$ cat config.mk
export PLATFORM = sky130hd
export DESIGN_NAME = sub_test_sequencer_flat
export DESIGN_NICKNAME = d
export VERILOG_FILES = /design/src/rtl/sub_test_sequencer_if.sv /design/src/rtl/sub_test_sequencer.sv /design/src/flat_wrapper.sv
export SDC_FILE = /design/constraint.sdc
export NUM_CORES = 1
export LEC_CHECK = 0
export BUFFER_PORTS_ARGS = -buffer_cell sky130_fd_sc_hd__buf_4
export CORE_MARGIN = 2
export CORE_UTILIZATION = 55
export CTS_CLUSTER_SIZE = 24
export DETAILED_ROUTE_END_ITERATION = 8
export GPL_ROUTABILITY_DRIVEN = 0
export PLACE_DENSITY = 0.77
export SLEW_MARGIN = 25
export SYNTH_ARGS = -nofsm -noshare
export SYNTH_HDL_FRONTEND = slang
export SYNTH_SLANG_ARGS = --single-unit
$ cat constraint.sdc
create_clock -name clk -period 6.52 [get_ports clk]
set_input_delay 0.326 -clock clk [delete_from_list [all_inputs] [get_ports clk]]
set_output_delay 0.326 -clock clk [all_outputs]
set_load 0.02 [all_outputs]
$ cat src/rtl/sub_test_sequencer_if.sv
// sub_test_sequencer_if: run-control and sub status/reset signals for the test sequencer
interface sub_test_sequencer_if #(
  parameter int CNT_W = 16
);
  logic start;
  logic abort;
  logic dut_done;
  logic dut_error;
  logic dut_reset_l;
  logic busy;
  logic pass;
  logic fail;
  logic timeout;
  logic [CNT_W-1:0] run_cycles;
  modport master (
    output start, abort, dut_done, dut_error,
    input  dut_reset_l, busy, pass, fail, timeout, run_cycles
  );
  modport slave (
    input  start, abort, dut_done, dut_error,
    output dut_reset_l, busy, pass, fail, timeout, run_cycles
  );
endinterface

$ cat src/rtl/sub_test_sequencer.sv
// sub_test_sequencer: sequences sub reset, runs it under a watchdog and latches a sticky verdict
module sub_test_sequencer #(
  parameter int RST0_CYC = 1,
  parameter int REL_CYC  = 1,
  parameter int RST1_CYC = 1,
  parameter int TIMEOUT  = 1000,
  parameter int CNT_W    = 16
) (
  input logic clk,
  input logic reset,
  sub_test_sequencer_if.slave bus
);
  typedef enum logic [2:0] {IDLE, RST0, REL, RST1, RUN, PASS, FAIL, TOUT} state_t;
  localparam logic [CNT_W-1:0] R0_END = CNT_W'(RST0_CYC - 1);
  localparam logic [CNT_W-1:0] RL_END = CNT_W'(REL_CYC - 1);
  localparam logic [CNT_W-1:0] R1_END = CNT_W'(RST1_CYC - 1);
  localparam logic [CNT_W-1:0] TO_END = CNT_W'(TIMEOUT - 1);
  state_t state, nxt;
  logic [CNT_W-1:0] cnt;
  logic run_exit;
  always_comb begin
    nxt = state;
    case (state)
      IDLE, PASS, FAIL, TOUT: nxt = bus.start ? RST0 : state;
      RST0: nxt = (cnt == R0_END) ? REL : RST0;
      REL:  nxt = (cnt == RL_END) ? RST1 : REL;
      RST1: nxt = (cnt == R1_END) ? RUN : RST1;
      RUN:  nxt = bus.dut_error ? FAIL : bus.dut_done ? PASS : (cnt == TO_END) ? TOUT : RUN;
      default: nxt = IDLE;
    endcase
    nxt = bus.abort ? IDLE : nxt;
  end
  // an abort leaves RUN without a verdict, so run_cycles only latches on a real exit
  assign run_exit = (state == RUN) && (nxt inside {PASS, FAIL, TOUT});
  always_ff @(posedge clk) begin
    if (reset) begin
      state           <= IDLE;
      cnt             <= '0;
      bus.dut_reset_l <= 1'b0;
      bus.busy        <= 1'b0;
      bus.pass        <= 1'b0;
      bus.fail        <= 1'b0;
      bus.timeout     <= 1'b0;
      bus.run_cycles  <= '0;
    end else begin
      state           <= nxt;
      cnt             <= (nxt != state) ? '0 : cnt + 1'b1;
      bus.dut_reset_l <= (nxt == REL) || (nxt == RUN);
      bus.busy        <= nxt inside {RST0, REL, RST1, RUN};
      bus.pass        <= nxt == PASS;
      bus.fail        <= nxt == FAIL;
      bus.timeout     <= nxt == TOUT;
      bus.run_cycles  <= run_exit ? cnt + 1'b1 : bus.run_cycles;
    end
  end
endmodule
$ cat src/flat_wrapper.sv
// flat-port wrapper written by rule: the top's interface ports become plain ports
module sub_test_sequencer_flat 
#(
  parameter int RST0_CYC = 1,
  parameter int REL_CYC  = 1,
  parameter int RST1_CYC = 1,
  parameter int TIMEOUT  = 1000,
  parameter int CNT_W    = 16
)
  (clk, reset, bus_start, bus_abort, bus_dut_done, bus_dut_error, bus_dut_reset_l, bus_busy, bus_pass, bus_fail, bus_timeout, bus_run_cycles);
  sub_test_sequencer_if #(.CNT_W(CNT_W)) bus_i ();
  input logic clk;
  input logic reset;
  input wire logic [$bits(bus_i.start)-1:0] bus_start;
  input wire logic [$bits(bus_i.abort)-1:0] bus_abort;
  input wire logic [$bits(bus_i.dut_done)-1:0] bus_dut_done;
  input wire logic [$bits(bus_i.dut_error)-1:0] bus_dut_error;
  output wire logic [$bits(bus_i.dut_reset_l)-1:0] bus_dut_reset_l;
  output wire logic [$bits(bus_i.busy)-1:0] bus_busy;
  output wire logic [$bits(bus_i.pass)-1:0] bus_pass;
  output wire logic [$bits(bus_i.fail)-1:0] bus_fail;
  output wire logic [$bits(bus_i.timeout)-1:0] bus_timeout;
  output wire logic [$bits(bus_i.run_cycles)-1:0] bus_run_cycles;
  assign bus_i.start = bus_start;
  assign bus_i.abort = bus_abort;
  assign bus_i.dut_done = bus_dut_done;
  assign bus_i.dut_error = bus_dut_error;
  assign bus_dut_reset_l = bus_i.dut_reset_l;
  assign bus_busy = bus_i.busy;
  assign bus_pass = bus_i.pass;
  assign bus_fail = bus_i.fail;
  assign bus_timeout = bus_i.timeout;
  assign bus_run_cycles = bus_i.run_cycles;
  sub_test_sequencer #(.RST0_CYC(RST0_CYC), .REL_CYC(REL_CYC), .RST1_CYC(RST1_CYC), .TIMEOUT(TIMEOUT), .CNT_W(CNT_W)) u_core (.clk(clk), .reset(reset), .bus(bus_i));
endmodule
Yosys cells after proc, flatten, opt, wreduce, memory -nomap -nowiden --
Index checks and enable logic that the tools add are counted.
Operators by class: reduce and logical (&&, ||, !) cells 8, add/subtract/negate cells 1, muxes and demuxes 9, eq/ne operators 16
Operators by type and width (count):
- $eq 3x3->1 const B | 8
- $add 16x1->16 const B | 1
- $eq 16x10->1 const B | 1
- $logic_not 16->1 | 1
- $mux 3 | 5
- $pmux 3 s5 | 1
- $eq 3x2->1 const B | 4
- $eq 3x1->1 const B | 2
- $mux 2 | 2
- $reduce_bool 4->1 | 1
- $reduce_or 4->1 | 1
- $logic_not 3->1 | 1
- $ne 3x3->1 | 1
- $reduce_bool 3->1 | 1
- $reduce_or 2->1 | 1
- $logic_and 1x1->1 | 1
- $logic_or 1x1->1 | 1
- $mux 1 | 1
Word-level totals: bits of input ports 6, register bits 40

Longest topological paths before layout --
Gate-level depths: netlist of the first run.
depth in word-level cells 9, gate-level depth with buffers 10, depth with buffers taken out 8

Worst setup path before layout of the first run --
Ideal clock, no wire load.
kind register -> register, start reg u_core.cnt[0], end reg u_core.bus.run_cycles[12], data required time 6399 ps, cell stages (with the launch flop) 11, data arrival time 2376 ps, setup time 121 ps, buffers on the path 2, slack 4023 ps, period minus slack after synthesis 2497 ps, cells stage by stage dfxtp_1 inv_1 ha_1 nor4b_1 and4_1 mux2i_1 a21oi_1 or4_1 buf_6 buf_12 mux2_4
On the way: cells in the longest elaborated chain, start to end 9
Ends and longest elaborated chain:
- from (decl) | RTL line sub_test_sequencer.sv:19 | logic [CNT_W-1:0] cnt;
- from (signal assigned) | RTL line sub_test_sequencer.sv:47 | cnt <= (nxt != state) ? '0 : cnt + 1'b1;
- $eq 16x10->1 | RTL line sub_test_sequencer.sv:28 | RUN: nxt = bus.dut_error ? FAIL : bus.dut_done ? PASS : (cnt == TO_END) ? TOUT : RUN;
- $mux 2 | RTL line sub_test_sequencer.sv:28
- $mux 3 (2 in a row) | RTL line sub_test_sequencer.sv:28
- $pmux 3 s5 | RTL line sub_test_sequencer.sv:23 | case (state)
- $mux 3 | RTL line sub_test_sequencer.sv:31 | nxt = bus.abort ? IDLE : nxt;
- $eq 3x3->1 | RTL line sub_test_sequencer.sv:34 | assign run_exit = (state == RUN) && (nxt inside {PASS, FAIL, TOUT});
- $reduce_bool 3->1 | RTL line sub_test_sequencer.sv:34
- $logic_and 1x1->1 | RTL line sub_test_sequencer.sv:34
- to (signal assigned) | RTL line sub_test_sequencer.sv:53 | bus.run_cycles <= run_exit ? cnt + 1'b1 : bus.run_cycles;
- to (decl) | RTL line sub_test_sequencer_if.sv:21 | output dut_reset_l, busy, pass, fail, timeout, run_cycles
Parallel ways exist; a longest one is shown, timed or not. A chain may end at the register's enable or synchronous reset.

Final worst setup path of the first run --
Same ends and word-level chain as after synthesis.

==> impl_results.md, run 1 <==
- Status: completed
- Number of global-route vias before repair: about 1,400
- Die ar.: 0.00418 mm2
- Area share of the largest cell type after synthesis: 39.6%
- Clock-pin slew on the worst setup and hold paths: 0.07 ns
- Yosys reg bits: 40
- # IOs: 27
- Unrepaired setup endpoints after global routing: false
- Worst EP arrival: 3.16 ns
- Minimum clock period: 2.97 ns
- Hold Fails Final Rpt: 0
- Crit-path cells: inv_1, ha_1, nor4b_1, and4_1, mux2i_1, a21oi_1, or4_1, mux2_4
- Setup Skew: 0.00435 ns
- Number of buffers added on ports: 26
- Worst-margin pin slew: 0.837 ns
- Power Density: between 200 and 250 mW/mm2
- Slowest stage cell on the critical path: or4_1
- Area contributors post-synth: dfxtp_1 40%, nand2b_1 5.9%, mux2i_1 4.5%
- Crit path depth: 8
- Synth cell types: 45
- Leakage: around 0.93 nW
- Synthesized Nets: around 220
- Worst vdd ir: ~0.14 mV
- Synth-to-Final Area Change: 11.2%
- Fmax: 0.336 GHz
- Placed inst area: 0.00217 mm2
- Layout cell share with drive strength beyond 1: 22.6%
- Setup CP Type: reg -> reg
- Root Driver: clkbuf_8
- Reg-to-reg critical path endpoint: u_core.bus.run_cycles[12]
- Final Slew Violations: 0
- Antenna diode count: 0
- Hold_sp: reset
- HP Class: in -> reg
- Worst slew margin: 44.2%
- Yosys warns: 0
- Average cell area after synthesis: between 9 and 10 um2
- Critical Path Start Type: register
- Clock Path Buffers: 2
- Dpl cells: 276
- Synth cell count leaders: 40 x dfxtp_1, 23 x nor2_1, 19 x nand2b_1, 15 x nor3_1, 10 x xnor2_1
- Top delay family on crit path: simple AND/OR/NAND/NOR gates
- Layout Cells excl Fill: between 200 and 300
- Post-DP HPWL: 2.44 mm
- R2R depth: 8
- Post-CTS sizing: 0
- CTS tree: yes
- Crit. End Element: register
- # clock sinks: 40
- CTS Hold Buffers Added: 0
- Buf+Inv Stages, Crit Path: 1
- Reg-to-reg slack, setup: 3.55 ns
- TritonRoute pass-1 iters: 4
- Vias per cell: 5.37
- DR WL/cell: 12.8 um
- Placeable Area: 0.00361 mm2
- Die width: 64.7 um
- Setup TNS: 0 ns
- Antenna violations before repair: 0
- ANT nets after route: 0
- H-tree depth: 2
- Max-cap viol count: 0
- Ys async rst share: 0%
- Worst hold endpoint: u_core.state[0]
- CP required: 6.71 ns
- Peak per-stage delay on the critical path: 0.82 ns
- Clk_lat worst skew: 0.29 ns
- Vias: ~1,500
- Iteration-0 DRC Markers: 72
- CP max FO: 16
- Mapped Cells: 214
- # setup viols final: 0
- Largest net degree at the start of global routing: 47
- Total Routing Usage GR: 19.7%
- Synth area leader: dfxtp_1
- Post-CTS Setup Inserts: 0
- Final instance area: 0.00225 mm2
- Ratio of final minimum period to clock period: 45.6%
- DRC violations left: 0
- Final wirelength: 3.63 mm
- Number of synthesized flops with an enable pin: 0
- Global-route wire length before repair: 6.28 mm
- GR Overflow Total: 0
- Die H: 64.7 um
- FF-to-FF Start: u_core.cnt[0]
- Count leader, synth: dfxtp_1
- Hold depth: 2
- Post-synthesis sequential area ratio: 39.6%
- Fin nets: 243
- Total CTS buffers: 5
- Initial Util: 56.1%
- Core Rows: 22
- Post-Syn Area: 0.00202 mm2
- Prevailing post-synth register cell: dfxtp_1
cells by family after synthesis:
group           Yosys count  share of synthesized area (%)
fa+ha+maj                 2                           1.24
flops                    40                           39.6
buf+inv                  18                           6.55
simple gates            105                           29.6
compound gates           16                           6.74
xor+xnor                 15                           6.49
mux                      18                           9.83
how the worst max path moves through the flow:
stage	start	endpoint
2_1_floorplan	u_core.cnt[0]	u_core.bus.run_cycles[12]
5_1_grt	u_core.cnt[0]	u_core.bus.run_cycles[12]
3_5_place_dp	u_core.cnt[0]	u_core.bus.run_cycles[12]
6_report	u_core.cnt[0]	u_core.bus.run_cycles[12]
3_3_place_gp	u_core.cnt[0]	u_core.bus.run_cycles[14]
4_1_cts	u_core.cnt[0]	u_core.bus.run_cycles[12]
cell type report:
type,count,area [um2]
Tap cell,48,60.1
Timing Repair Buffer,26,195
Clock buffer,5,68.8
Sequential cell,40,801
Fill cell,330,1360
Clock inverter,2,12.5
Multi-Input combinational cell,156,1090
Inverter,6,22.5
where the power goes:
group / switching [mW] / total (mW) / internal, mW
registers: 0.00523 / 0.254 / 0.248
clock network: 0.0833 / 0.156 / 0.0724
logic: 0.0317 / 0.0530 / 0.0213
total: 0.120 / 0.462 / 0.342
worst register-to-register path: stages, from the launching register on:
cell and delay [ns]:
dfxtp_1 0.35, inv_1 0.07, ha_1 0.13, nor4b_1 0.30, and4_1 0.33, mux2i_1 0.33, a21oi_1 0.10, or4_1 0.82
mux2_4 0.44
through the flow:
stage	worst slack (ns)	hold WS (ns)	power (mW)	utilization, %
floorplan	4.02	0.470	0.302	-
global placement	3.69	0.465	0.311	60.1
detailed placement	3.59	0.468	0.312	60.1
CTS	3.57	0.430	0.468	62.4
global route	3.36	0.469	0.489	62.4
finish	3.55	0.441	0.462	62.4
metal layers:
metal	GRT usage, %	wire length [um]
met1	26.0	1780
met2	28.8	1580
met3	6.77	219
met4	9.31	45
met5	0	0
registers in the layout (all words and copies together) (netlist names):
signal and flops:
u_core.bus.timeout 1, u_core.state 3, u_core.bus.fail 1, u_core.bus.pass 1
u_core.bus.busy 1, u_core.bus.dut_reset_l 1, u_core.cnt 16, u_core.bus.run_cycles 16
cell usage in the layout, fill, tap and decap left out, types with 2 or more instances in the layout:
cell type / n
dfxtp_1: 40
buf_4: 26
nor2_1: 23
nand2b_1: 19
nor3_1: 15
xnor2_1: 10
nand2_1: 9
mux2i_1: 9
nor2b_1: 8
mux2_2: 7
inv_1: 6
xor2_1: 5
clkbuf_8: 5
and4_1: 4
nand4_1: 4
nand3_1: 4
and3_1: 3
a21oi_1: 3
and3_2: 2
nor4_2: 2
nor4b_1: 2
a211o_1: 2
o21ai_0: 2
and2_2: 2
a41oi_1: 2
or4_1: 2
nor3b_1: 2
mux2_4: 2
ha_1: 2
Power figures use the tool's default switching activity.
==> inputs of run 2 (changes only) <==
- ABC_AREA: unset -> 1
- PLACE_DENSITY: 0.77 -> 0.76
- clock period: 6.52 -> 3 ns (I/O delays scaled with it)
==> run 2 against run 1 <==
Final cell count increased by 23%. Sequential power increased by 120%. Synthesized cell count increased by 29%. Critical endpoint is now u_core.cnt[4]. Largest power group unchanged. Highest routed layer unchanged.
==> impl_results.md, run 2 <==
- Status: completed
- Xor and xnor area share after synthesis: 5.87% (-0.62 points)
- Prevailing post-synth register cell: dfxtp_1
- P_int: 0.871 mW (+150%)
- Vias per cell: 5.14 (-4.3%)
- Minimum clock period: 2.02 ns (-0.950 ns)
- Total Routing Usage GR: 21.6% (+1.9 points)
- Root Driver: clkbuf_8
- DP Worst Slack: 0.984 ns (-2.60 ns)
- Number of synthesized flops with an enable pin: 0 (unchanged)
- Fin nets: 306 (+26%)
- Mapped Cells: 275 (+29%)
- Area contributors post-synth: dfxtp_1 38%, nand2_1 8.3%, nor2_1 7.0%
- Synth-to-Final Area Change: 13.7%
- Power Density: 526 mW/mm2 (+160%)
- Post-CTS sizing: 0 (unchanged)
- CTS tree: yes
- Die width: 65.6 um (+1.5%)
- Ys async rst share: 0% (unchanged)
- Die H: 65.6 um (+1.5%)
- Yosys reg bits: 40 (unchanged)
- Regs by FF count: u_core.bus.run_cycles x16, u_core.cnt x16, u_core.state x3
- Clock-pin slew on the worst setup and hold paths: 0.08 ns (about the same)
- Antenna violations before repair: 0 (unchanged)
- Global-route wire length before repair: 7.11 mm (+13%)
- Clk_lat worst skew: 0.30 ns (about the same)
- Synth Area in Simple Gates: 39.2% (+9.7 points)
- Average cell area after synthesis: 7.59 um2 (-20%)
- Synth Area in Compound Gates: 6.11% (-0.63 points)
- Layout cell share with drive strength beyond 1: 23.1% (+0.52 points)
- FF-to-FF Start: u_core.cnt[0]
- Area share of the largest cell type after synthesis: 38.3% (-1.2 points)
- Worst-margin pin slew: 0.486 ns (-0.351 ns)
- Setup Skew: 0.00858 ns (+0.00423 ns)
- HP Class: in -> reg
- Synth area leader: dfxtp_1
- Initial Util: 57.0% (+0.93 points)
- Vias: 1,782 (+17%)
- H-tree depth: 2 (unchanged)
- GR Overflow Total: 0 (unchanged)
- Post-CTS Setup Inserts: 0 (unchanged)
- Post-DP HPWL: 2.93 mm (+20%)
- Count leader, synth: nand2_1
- Commonest non-fill, non-tap cell in the layout: nand2_1
- Post-synthesis mux area share: 0% (-9.8 points)
- Leakage: 1.01 nW (+8.8%)
- DR WL/cell: 12.0 um (-6.2%)
- Yosys warns: 0 (unchanged)
- Commonest non-fill, non-tap cells in the layout: 46 x nand2_1, 40 x dfxtp_1, 38 x nor2_1
- Comb power frac: 20.6% (+9.1 points)
- Setup CP Type: reg -> reg
- Sw Ratio: 30.2% (+4.2 points)
- Synth cell count leaders: 46 x nand2_1, 40 x dfxtp_1, 39 x nor2_1, 28 x nand3_1, 23 x inv_1
- CTS Hold Buffers Added: 0 (unchanged)
- Setup TNS: 0 ns (unchanged)
- Worst EP arrival: 2.24 ns (-0.92 ns)
- DRC violations left: 0 (unchanged)
- Crit. End Element: register
- Largest net degree at the start of global routing: 34 (-28%)
- CP max FO: 16 (unchanged)
- Hold Fails Final Rpt: 0 (unchanged)
- Setup ws final: 0.975 ns (-2.57 ns)
- Largest family of logic cells by synthesized area: simple AND/OR/NAND/NOR gates
- Clock share of power: 34.4% (+0.7 points)
- Antenna diode count: 0 (unchanged)
- Fmax: 0.494 GHz (+47%)
- Clock Path Buffers: 2 (unchanged)
- CP required: 3.22 ns (-3.49 ns)
- Core Rows: 22 (unchanged)
- Placeable Area: 0.00366 mm2 (+1.5%)
- Number of global-route vias before repair: 1,600 (+14%)
- Die ar.: 0.00431 mm2 (+3.0%)
- Layout Cells excl Fill: 347 (+23%)
- # clock sinks: 40 (unchanged)
- Ratio of final minimum period to clock period: 67.5% (+22 points)
- TritonRoute pass-1 iters: 4 (unchanged)
- Post-Syn Area: 0.00209 mm2 (+3.2%)
- # IOs: 27 (unchanged)
- Final Slew Violations: 0 (unchanged)
- Unrepaired setup endpoints after global routing: false
- Hold_sp: reset
- Iteration-0 DRC Markers: 123 (+71%)
- Total CTS buffers: 5 (unchanged)
- Sequential fraction of design power: 45.0% (-9.9 points)
- CP startpoint: u_core.cnt[0]
- Critical Path Start Type: register
- Worst slew margin: 67.4% (+23 points)
- Number of buffers added on ports: 26 (unchanged)
- # setup viols final: 0 (unchanged)
- Adder-Cell Fraction of Synth Area: 1.20% (-0.039 points)
- Synth cell types: 29 (-36%)
- Sw Pwr: 0.377 mW (+210%)
- Final wirelength: 4.17 mm (+15%)
- Worst vdd ir: 0.447 mV (+220%)
- Max-cap viol count: 0 (unchanged)
- Post-synthesis sequential area ratio: 38.3% (-1.2 points)
- ANT nets after route: 0 (unchanged)
- Synthesized Nets: 283 (+27%)
- Dpl cells: 339 (+23%)
-- run 2: final cells by class --
class | count | area (um2)
fill | 328 | 1290
multi-input combinational | 196 | 1100
sequential | 40 | 801
timing repair buffer | 27 | 203
inverter | 28 | 105
clock buffer | 6 | 72.6
tap | 48 | 60.1
clock inverter | 2 | 35.0
-- run 2: power by group through the flow --
stage               registers, mW  logic [mW]  clock network [mW]
global placement            0.574       0.252                   0
CTS                         0.562       0.258               0.435
global route                0.564       0.289               0.457
finish                      0.562       0.257               0.429
detailed placement          0.574       0.257                   0
floorplan                   0.582       0.225                   0
-- run 2: path summary, 6_finish.rpt --
check | to | slack (ns) | cells after the start
hold reg to reg | u_core.bus.run_cycles[4] | 0.49 | 2
setup / recovery | u_core.cnt[4] | 0.98 | 13
hold / removal | u_core.bus.busy | 0.07 | 2
setup reg to reg | u_core.cnt[4] | 0.98 | 13
-- run 2: cell families after synthesis --
family | after synthesis
buffers and inverters | 39
adders and majority gates | 2
DFF | 40
xor gates and xnor gates | 14
AOI/OAI and AO/OA | 23
and+or+nand+nor | 157
-- run 2: critical path, cell delays in order (launching register included) --
cell and delay [ns]:
dfxtp_1 0.39, ha_1 0.20, nand2_1 0.08, inv_1 0.06, nand2_1 0.04, nor2_1 0.12, nand2_1 0.07, nand2_1 0.05
nand2_1 0.05, nand3_2 0.09, nand2_4 0.09, nand2_1 0.08, nand3_2 0.35, nor3_1 0.27
-- run 2: per-layer routing --
| metal | vias to the layer above | share of wire (%) | GRT usage (%) |
|---|---|---|---|
| li1 | 931 | - | - |
| met5 | - | 0 | 0 |
| met2 | 35 | 52 | 38.9 |
| met1 | 810 | 42 | 24.7 |
| met3 | 6 | 4.1 | 4.79 |
| met4 | 0 | 1.6 | 7.81 |
-- run 2: through the flow --
stage | hold slack (ns) | power (mW) | utilization (%) | cell area, um2
floorplan | 0.419 | 0.807 | - | 2090
global placement | 0.379 | 0.826 | 61.9 | 2270
detailed placement | 0.380 | 0.831 | 61.9 | 2270
CTS | 0.0656 | 1.26 | 64.8 | 2370
global route | 0.0642 | 1.31 | 64.8 | 2370
finish | 0.0692 | 1.25 | 64.8 | 2370
